===== src/rtl/trigger_scheduler_if.sv =====
// Port bundle for the trigger scheduler: source pulses, readout handshake and status.
interface trigger_scheduler_if #(
  parameter int N_SRC     = 4,
  parameter int CNT_WIDTH = 16
);
  localparam int SW = $clog2(N_SRC);

  logic                 enable_i;
  logic [N_SRC-1:0]     src_mask_i;
  logic [N_SRC-1:0]     src_trig_i;
  logic                 readout_ready_i;
  logic                 readout_done_i;
  logic                 clear_cnt_i;
  logic                 trigger_o;
  logic [SW-1:0]        trigger_src_o;
  logic                 busy_o;
  logic                 timeout_o;
  logic [CNT_WIDTH-1:0] lost_count_o;

  modport master (
    output enable_i, src_mask_i, src_trig_i, readout_ready_i, readout_done_i, clear_cnt_i,
    input  trigger_o, trigger_src_o, busy_o, timeout_o, lost_count_o
  );

  modport slave (
    input  enable_i, src_mask_i, src_trig_i, readout_ready_i, readout_done_i, clear_cnt_i,
    output trigger_o, trigger_src_o, busy_o, timeout_o, lost_count_o
  );
endinterface


===== src/rtl/trigger_scheduler.sv =====
// Round-robin arbitration of source trigger pulses into one readout trigger stream,
// with readout handshake, fixed dead time, hung-readout timeout and lost-trigger count.
module trigger_scheduler #(
  parameter int N_SRC           = 4,
  parameter int DEADTIME_CYCLES = 16,
  parameter int TIMEOUT_CYCLES  = 1024,
  parameter int CNT_WIDTH       = 16
) (
  input  logic               clk,
  input  logic               areset,
  trigger_scheduler_if.slave bus
);
  localparam int SW   = $clog2(N_SRC);
  localparam int TMAX = (TIMEOUT_CYCLES > DEADTIME_CYCLES) ? TIMEOUT_CYCLES : DEADTIME_CYCLES;
  localparam int TW   = $clog2(TMAX + 1);
  localparam int LW   = CNT_WIDTH + 5;

  typedef enum logic [1:0] {IDLE, ISSUE, WAIT_DONE, DEADTIME} state_e;

  state_e               state_q;
  logic [N_SRC-1:0]     valid;
  logic [N_SRC-1:0]     pendingMerged;
  logic [N_SRC-1:0]     pending_q, pending_d;
  logic [SW-1:0]        rrPtr_q;
  logic [SW-1:0]        grantIdx, candIdx;
  logic                 grantFound, grantNow;
  logic [TW-1:0]        timer_q;
  logic                 trigger_q, timeout_q;
  logic [SW-1:0]        triggerSrc_q;
  logic [CNT_WIDTH-1:0] lostCount_q, lostCount_d;
  logic [LW-1:0]        lostSum;

  assign valid = bus.src_trig_i & bus.src_mask_i;

  // Pulses join the pending set only in IDLE; outside IDLE they count as lost instead.
  always_comb begin
    pendingMerged = pending_q & bus.src_mask_i;
    if (state_q == IDLE) pendingMerged = pendingMerged | valid;
    if (!bus.enable_i) pendingMerged = '0;
  end

  always_comb begin
    grantFound = 1'b0;
    grantIdx   = '0;
    candIdx    = '0;
    for (int i = 1; i <= N_SRC; i++) begin
      candIdx = SW'((int'(rrPtr_q) + i) % N_SRC);
      if (!grantFound && pendingMerged[candIdx]) begin
        grantFound = 1'b1;
        grantIdx   = candIdx;
      end
    end
  end

  assign grantNow = (state_q == IDLE) && bus.enable_i && bus.readout_ready_i && grantFound;

  always_comb begin
    pending_d = pendingMerged;
    if (grantNow) pending_d[grantIdx] = 1'b0;
  end

  // Clear beats a simultaneous loss; the wide sum makes saturation detection exact.
  always_comb begin
    lostSum = LW'(lostCount_q);
    if (state_q != IDLE) begin
      for (int i = 0; i < N_SRC; i++) lostSum = lostSum + LW'(valid[i]);
    end
    if (bus.clear_cnt_i)                          lostCount_d = '0;
    else if (lostSum > LW'({CNT_WIDTH{1'b1}}))    lostCount_d = '1;
    else                                          lostCount_d = lostSum[CNT_WIDTH-1:0];
  end

  always_ff @(posedge clk or posedge areset) begin
    if (areset) begin
      state_q      <= IDLE;
      pending_q    <= '0;
      rrPtr_q      <= SW'(N_SRC - 1);
      timer_q      <= '0;
      trigger_q    <= 1'b0;
      timeout_q    <= 1'b0;
      triggerSrc_q <= '0;
      lostCount_q  <= '0;
    end else begin
      trigger_q   <= 1'b0;
      timeout_q   <= 1'b0;
      pending_q   <= pending_d;
      lostCount_q <= lostCount_d;
      case (state_q)
        IDLE: begin
          if (grantNow) begin
            rrPtr_q <= grantIdx;
            state_q <= ISSUE;
          end
        end
        ISSUE: begin
          trigger_q    <= 1'b1;
          triggerSrc_q <= rrPtr_q;
          timer_q      <= '0;
          state_q      <= WAIT_DONE;
        end
        // A done pulse in the expiry cycle takes priority, so no timeout is reported.
        WAIT_DONE: begin
          if (bus.readout_done_i) begin
            timer_q <= '0;
            state_q <= DEADTIME;
          end else if ((TIMEOUT_CYCLES != 0) && (timer_q == TW'(TIMEOUT_CYCLES - 1))) begin
            timeout_q <= 1'b1;
            timer_q   <= '0;
            state_q   <= DEADTIME;
          end else begin
            timer_q <= timer_q + TW'(1);
          end
        end
        DEADTIME: begin
          if (timer_q == TW'(DEADTIME_CYCLES - 1)) begin
            timer_q <= '0;
            state_q <= IDLE;
          end else begin
            timer_q <= timer_q + TW'(1);
          end
        end
        default: state_q <= IDLE;
      endcase
    end
  end

  assign bus.trigger_o     = trigger_q;
  assign bus.trigger_src_o = triggerSrc_q;
  assign bus.busy_o        = (state_q != IDLE);
  assign bus.timeout_o     = timeout_q;
  assign bus.lost_count_o  = lostCount_q;
endmodule


===== src/flat_wrapper.sv =====
// flat-port wrapper written by rule: the top's interface ports become plain ports
module trigger_scheduler_flat 
#(
  parameter int N_SRC           = 4,
  parameter int DEADTIME_CYCLES = 16,
  parameter int TIMEOUT_CYCLES  = 1024,
  parameter int CNT_WIDTH       = 16
)
  (clk, areset, bus_enable_i, bus_src_mask_i, bus_src_trig_i, bus_readout_ready_i, bus_readout_done_i, bus_clear_cnt_i, bus_trigger_o, bus_trigger_src_o, bus_busy_o, bus_timeout_o, bus_lost_count_o);
  trigger_scheduler_if #(.N_SRC(N_SRC), .CNT_WIDTH(CNT_WIDTH)) bus_i ();
  input  logic clk;
  input  logic areset;
  input wire logic [$bits(bus_i.enable_i)-1:0] bus_enable_i;
  input wire logic [$bits(bus_i.src_mask_i)-1:0] bus_src_mask_i;
  input wire logic [$bits(bus_i.src_trig_i)-1:0] bus_src_trig_i;
  input wire logic [$bits(bus_i.readout_ready_i)-1:0] bus_readout_ready_i;
  input wire logic [$bits(bus_i.readout_done_i)-1:0] bus_readout_done_i;
  input wire logic [$bits(bus_i.clear_cnt_i)-1:0] bus_clear_cnt_i;
  output wire logic [$bits(bus_i.trigger_o)-1:0] bus_trigger_o;
  output wire logic [$bits(bus_i.trigger_src_o)-1:0] bus_trigger_src_o;
  output wire logic [$bits(bus_i.busy_o)-1:0] bus_busy_o;
  output wire logic [$bits(bus_i.timeout_o)-1:0] bus_timeout_o;
  output wire logic [$bits(bus_i.lost_count_o)-1:0] bus_lost_count_o;
  assign bus_i.enable_i = bus_enable_i;
  assign bus_i.src_mask_i = bus_src_mask_i;
  assign bus_i.src_trig_i = bus_src_trig_i;
  assign bus_i.readout_ready_i = bus_readout_ready_i;
  assign bus_i.readout_done_i = bus_readout_done_i;
  assign bus_i.clear_cnt_i = bus_clear_cnt_i;
  assign bus_trigger_o = bus_i.trigger_o;
  assign bus_trigger_src_o = bus_i.trigger_src_o;
  assign bus_busy_o = bus_i.busy_o;
  assign bus_timeout_o = bus_i.timeout_o;
  assign bus_lost_count_o = bus_i.lost_count_o;
  trigger_scheduler #(.N_SRC(N_SRC), .DEADTIME_CYCLES(DEADTIME_CYCLES), .TIMEOUT_CYCLES(TIMEOUT_CYCLES), .CNT_WIDTH(CNT_WIDTH)) u_core (.clk(clk), .areset(areset), .bus(bus_i));
endmodule

===== config.mk =====
export PLATFORM = sky130hd
export DESIGN_NAME = trigger_scheduler_flat
export DESIGN_NICKNAME = d
export VERILOG_FILES = /design/src/rtl/trigger_scheduler_if.sv /design/src/rtl/trigger_scheduler.sv /design/src/flat_wrapper.sv
export SDC_FILE = /design/constraint.sdc
export NUM_CORES = 1
export LEC_CHECK = 0
export ABC_AREA = 0
export CORE_UTILIZATION = 42
export DETAILED_ROUTE_END_ITERATION = 6
export HOLD_SLACK_MARGIN = 0.03
export PLACE_DENSITY_LB_ADDON = 0.1
export SLEW_MARGIN = 0
export SYNTH_ARGS = -nofsm -noshare
export SYNTH_HDL_FRONTEND = slang
export SYNTH_SLANG_ARGS = --single-unit
export TNS_END_PERCENT = 5

===== constraint.sdc =====
create_clock -name clk -period 3.6 [get_ports clk]
set_input_delay 0.9 -clock clk [delete_from_list [all_inputs] [get_ports clk]]
set_output_delay 0.9 -clock clk [all_outputs]
set_load 0.01 [all_outputs]

## Yosys cells after proc, flatten, opt, wreduce, memory -nomap -nowiden

Cells that the tools add are included.

- Add/sub/neg operators: 9
- $lt $le $gt $ge: 7
- Equality and inequality tests: 8
- Mux-type cells: 37
- Bitwise operators: 5
- Reductions and logical operators: 15

Operators by type and width:

| cell | count |
|---|---|
| 21-bit by 1-bit adder with 21-bit output | 3 |
| 11-bit 2-to-1 mux | 3 |
| 11-bit case mux with 3 select lines | 1 |
| 16-bit 2-to-1 mux | 2 |
| 21-bit by 16-bit greater-than comparator with 1-bit output, second input constant | 1 |
| 21-bit 2-to-1 mux | 1 |
| 16-bit by 1-bit adder with 17-bit output | 1 |
| 2-bit 2-to-1 mux | 8 |
| 2-bit by 3-bit less-than comparator with 1-bit output, second input constant | 5 |
| 1-bit 2-to-1 mux | 13 |
| 4-bit AND | 3 |
| 4-bit 2-to-1 mux | 3 |
| 11-bit by 1-bit adder with 11-bit output, second input constant | 1 |
| 11-bit by 10-bit equality test with 1-bit output, second input constant | 1 |
| 11-bit by 4-bit equality test with 1-bit output, second input constant | 1 |
| 1-bit binary-select mux with 2-bit select | 4 |
| 2-bit case mux with 4 select lines | 1 |
| 1-bit logical AND | 7 |
| 2-bit by 1-bit adder with 2-bit output, second input constant | 2 |
| 2-bit adder, second input constant | 2 |
| 2-bit equality test, second input constant | 2 |
| 2-bit by 1-bit != test with 1-bit output, second input constant | 2 |
| 4-bit NOT | 1 |
| 4-bit OR | 1 |
| 10 further kinds | 12 |

- Flip-flop bits (word level): 39
- Bits of input ports: 14
- Output and inout bits: 21

## Depth between registers and ports, before layout

- Depth after elaboration: 23
- Depth in mapped cells: 13
- Gate-level depth less buffers: 12

## Least setup slack after synthesis

OpenSTA, ideal clock, no wires.

- Path kind: input to register
- Start point: in bus_src_trig_i[0]
- End point: reg u_core.lostCount_q[12] (netlist: u_core.bus.lost_count_o[12])
- Library setup time: 0.094 ns
- Arrival: 3.669 ns
- Data required time: 3.506 ns
- Setup slack: -0.163 ns
- Cell stages on the path: 13
- Path through: nand2_1 -> xnor2_1 -> fa_1 -> inv_1 -> ha_1 -> inv_1 -> fa_1 -> a2111oi_4 -> o21ai_2 -> or4_4 -> a21o_4 -> buf_6 -> a221oi_2

- Longest elaborated chain between the ends: 9

Ends and longest elaborated chain:

| item | line | source |
|---|---|---|
| start, declared | flat_wrapper.sv:15 | `input wire logic [$bits(bus_i.src_trig_i)-1:0] bus_src_trig_i;` |
| 4-bit AND * | trigger_scheduler.sv:33 | `assign valid = bus.src_trig_i & bus.src_mask_i;` |
| 16-bit by 1-bit adder with 17-bit output * | trigger_scheduler.sv:66 | `for (int i = 0; i < N_SRC; i++) lostSum = lostSum + LW'(valid[i]);` |
| 21-bit by 1-bit adder with 21-bit output * (3 in a row) | trigger_scheduler.sv:66 |  |
| 21-bit 2-to-1 mux * | trigger_scheduler.sv:65 | `if (state_q != IDLE) begin` |
| 21-bit by 16-bit greater-than comparator with 1-bit output | trigger_scheduler.sv:69 | `else if (lostSum > LW'({CNT_WIDTH{1'b1}})) lostCount_d = '1;` |
| 16-bit 2-to-1 mux * | trigger_scheduler.sv:69 |  |
| 16-bit 2-to-1 mux * | trigger_scheduler.sv:68 | `if (bus.clear_cnt_i) lostCount_d = '0;` |
| via u_core.lostCount_d[12] | trigger_scheduler.sv:30 | `logic [CNT_WIDTH-1:0] lostCount_q, lostCount_d;` |
| end signal, assigned | trigger_scheduler.sv:87 | `lostCount_q <= lostCount_d;` |
| end, declared | trigger_scheduler.sv:30 |  |

The timed path passes the listed nets; every way through them passes the cells marked *.
A chain may end at the register's enable or synchronous reset.

## Final worst setup path

- Start point: in bus_src_trig_i[0]
- End point: reg u_core.lostCount_q[1] (netlist: u_core.bus.lost_count_o[1])

Same word-level chain as after synthesis.

==> flow_metrics.tcl <==
set metrics [dict create \
    status "finished, final reports clean" \
    antenna-diode-count 0 \
    maxCapViolCount 0 \
    worst_slack_ns 0.01300 \
    p_clk_frac 0.192 \
    swShare 0.3934 \
    r2r_setup_slack_ns 0.19 \
    rows 28 \
    wl_per_cell_um 15.48 \
    final_nets 397 \
    portBuffers 34 \
    grt_usage 0.2332 \
    power_density_nw_per_um2 445.7 \
    post-route-min-period_ns 3.587 \
    p_int_mw 0.9350 \
    hold_ws_ns 0.5130 \
    vias 2575 \
    synthCells 313 \
    die_h_um 82.26 \
    drtPass1Iterations 4 \
    cts_made_buffers 5 \
    rsz0062_at_grt "yes" \
    finalPower_mw 1.541 \
    switching_power_mw 0.6064 \
    worstHoldStart "u_core.bus.trigger_src_o[0]" \
    hold_end "u_core.bus.trigger_src_o[0]" \
    area_delta_synth_final_pct 27.84 \
    boundaryPins 35 \
    arrival_ns 3.77 \
    clock_sinks 39 \
    grt_overflow_total 0 \
    cp.required_ns 3.79 \
    worst_hold_path.num_cells 1 \
    maxSlewViolCount 0 \
    yosysUniqueCellTypes 67 \
    timing.rr.end "u_core.bus.lost_count_o[1]" \
    core_um2 6061 \
    start_util 0.4463 \
    vdd_drop_max_mv 0.3216 \
    final_common_cell "nand2_1" \
    synth_edf_count 0 \
    seqPwrFrac 0.365 \
    synth_nets 337 \
    crit_path_end_kind "flop" \
    ys_async_sr_fraction 1.000 \
    grtUsageMet1 0.3054 \
    antenna_found_initial 0 \
    ff2ff_path_depth 13 \
    dieArea_um2 6766 \
    clk-insertion-delay-late_ns 0.30 \
    grt_pass1_wl_um 11930 \
    worstSetupStartpointType "input pin" \
    setup_viol 0 \
    fmax_ghz 0.2788 \
    tns_ns 0 \
    ant_nets 0 \
    cts_tree "yes" \
    final_cell_mix "38 x nand2_1, 37 x dfrtp_1, 30 x buf_4" \
    synth.cell_area_um2 2705 \
    combPwrFrac 0.444 \
    final.setup_skew_ns 0.007979 \
    ys_warn_count 0 \
    post-place-ws_ns -0.7828 \
    totalWireLength_um 6950 \
    die_w_um 82.26 \
    cp_max_fo 5 \
    cts.clk_slew.worst_paths_ns 0.07 \
    drive_gt1_frac 0.2086 \
    seq_area_frac_synth 0.3617 \
    drcViolationCount 0 \
    cts_buffer_depth 2 \
    dp.final_hpwl_um 4878 \
    relSlewSlack 0.4155 \
    yosys_register_bits 39 \
    reg2reg_from "u_core.bus.lost_count_o[0]" \
    first_iter_violations 139 \
    viasPerCell 5.735 \
    grt_start_max_net_pins 40 \
    grtUsageMet3 0.03407 \
    utilization 0.5706 \
    crit_type "input pin to flop" \
    synth_ff_type "dfrtp_1" \
    fin_crit_sh 0.9964 \
    hp-class "flop to flop" \
    leakage_nw 1.397 \
    hold_viol_final 0 \
    use_met2 0.3893 \
    grt_pass1_vias 2458 \
    clockRootBuffer "clkbuf_8" \
    avgSynthCellArea_um2 8.642 \
    grt.busiest_layer "met2" \
    place.gp.congestion 0.9521 \
    ctsHtreeMaxLevel 2 \
    worstMarginPinSlew_ns 0.8740 \
]
## cells in the mapped netlist, drive strengths merged, types with 5 or more instances
| cell | count | area share |
|---|---|---|
| a21oi | 25 | 0.046 |
| nor2b | 6 | 0.014 |
| nand2 | 41 | 0.058 |
| nor2 | 23 | 0.032 |
| dfrtp | 37 | 0.34 |
| clkbuf | 6 | 0.0083 |
| xnor2 | 5 | 0.016 |
| inv | 16 | 0.022 |
| ha | 8 | 0.037 |
| nand3 | 16 | 0.034 |
| and3 | 5 | 0.012 |
| nand4 | 6 | 0.014 |
| a221oi | 5 | 0.021 |
| nor3 | 5 | 0.0092 |
| o21ai | 27 | 0.051 |
| buf | 7 | 0.024 |
| a21o | 7 | 0.022 |
| nor4 | 5 | 0.012 |
## cells by family after synthesis
| group | share of synthesized area |
|---|---|
| AOI/OAI and AO/OA | 0.2632 |
| adders and majority gates | 0.05181 |
| and+or+nand+nor | 0.2271 |
| muxes | 0.01943 |
| buffers and inverters | 0.05735 |
| xor gates and xnor gates | 0.01943 |
| DFF | 0.3617 |
## sequential cells by signal, indices dropped and copies added, names as in the netlist
name,flops
u_core.bus.lost_count_o,16
u_core.bus.timeout_o,1
u_core.bus.trigger_o,1
u_core.bus.trigger_src_o,2
u_core.pending_q,4
u_core.rrPtr_q,2
u_core.state_q,2
u_core.timer_q,11
## critical path: stages
cell,delay (ns)
buf_8,0.10
nand2_4,0.06
xnor2_2,0.11
fa_1,0.43
inv_1,0.07
ha_2,0.18
inv_2,0.04
fa_2,0.35
a2111oi_4,0.29
o21ai_2,0.11
or4_4,0.50
a21o_4,0.26
buf_12,0.14
a311oi_2,0.25
## how the worst max path moves through the flow
stage | end | startpoint | slack [ns] | cells past startpoint
global placement | u_core.bus.lost_count_o[1] | bus_src_trig_i[0] | -0.68 | 13
detailed placement | u_core.bus.lost_count_o[3] | bus_src_trig_i[0] | -0.78 | 13
floorplan | u_core.bus.lost_count_o[12] | bus_src_trig_i[0] | -0.09 | 13
finish | u_core.bus.lost_count_o[1] | bus_src_trig_i[0] | 0.01 | 14
global route | u_core.bus.lost_count_o[1] | bus_src_trig_i[0] | -0.08 | 14
CTS | u_core.bus.lost_count_o[3] | bus_src_mask_i[0] | -0.14 | 14
## layout make-up
class,instances,area (um2)
Clock buffer,7,76.32
Clock inverter,1,5.005
Fill cell,575,2603
Inverter,18,68.82
Multi-Input combinational cell,243,1639
Sequential cell,39,978.4
Tap cell,75,93.84
Timing Repair Buffer,66,596.8
## stage by stage
step / instance area, um2 / instances
after floorplan: 2708 / 313
after global placement: 3258 / 436
after detailed placement: 3258 / 436
after CTS: 3456 / 448
after global routing: 3458 / 449
final: 3458 / 449
## power by group through the flow
| stage | Clock (mW) | Sequential, mW | Combinational [mW] |
|---|---|---|---|
| 2_1_floorplan | 0 | 0.565 | 0.405 |
| 3_3_place_gp | 0 | 0.571 | 0.646 |
| 3_5_place_dp | 0 | 0.570 | 0.649 |
| 4_1_cts | 0.308 | 0.563 | 0.686 |
| 5_1_grt | 0.321 | 0.573 | 0.771 |
| 6_report | 0.295 | 0.562 | 0.684 |
## layer usage
metal  vias up  share of wire
met2        70           0.48
li1       1269              -
met4         0          0.017
met5         -              0
met3        10          0.044
met1      1226           0.46
## timing repair
item | 4_1_cts | 5_1_grt
endpoints found under the setup margin | 16 | 16
buffers inserted | 4 | 1
resized for setup | 33 | 4
endpoints found under the hold margin | 0 | 0
pin swaps | 13 | 9
hold buffers | 0 | 0
No activity file was read; power rests on OpenSTA's default activity.
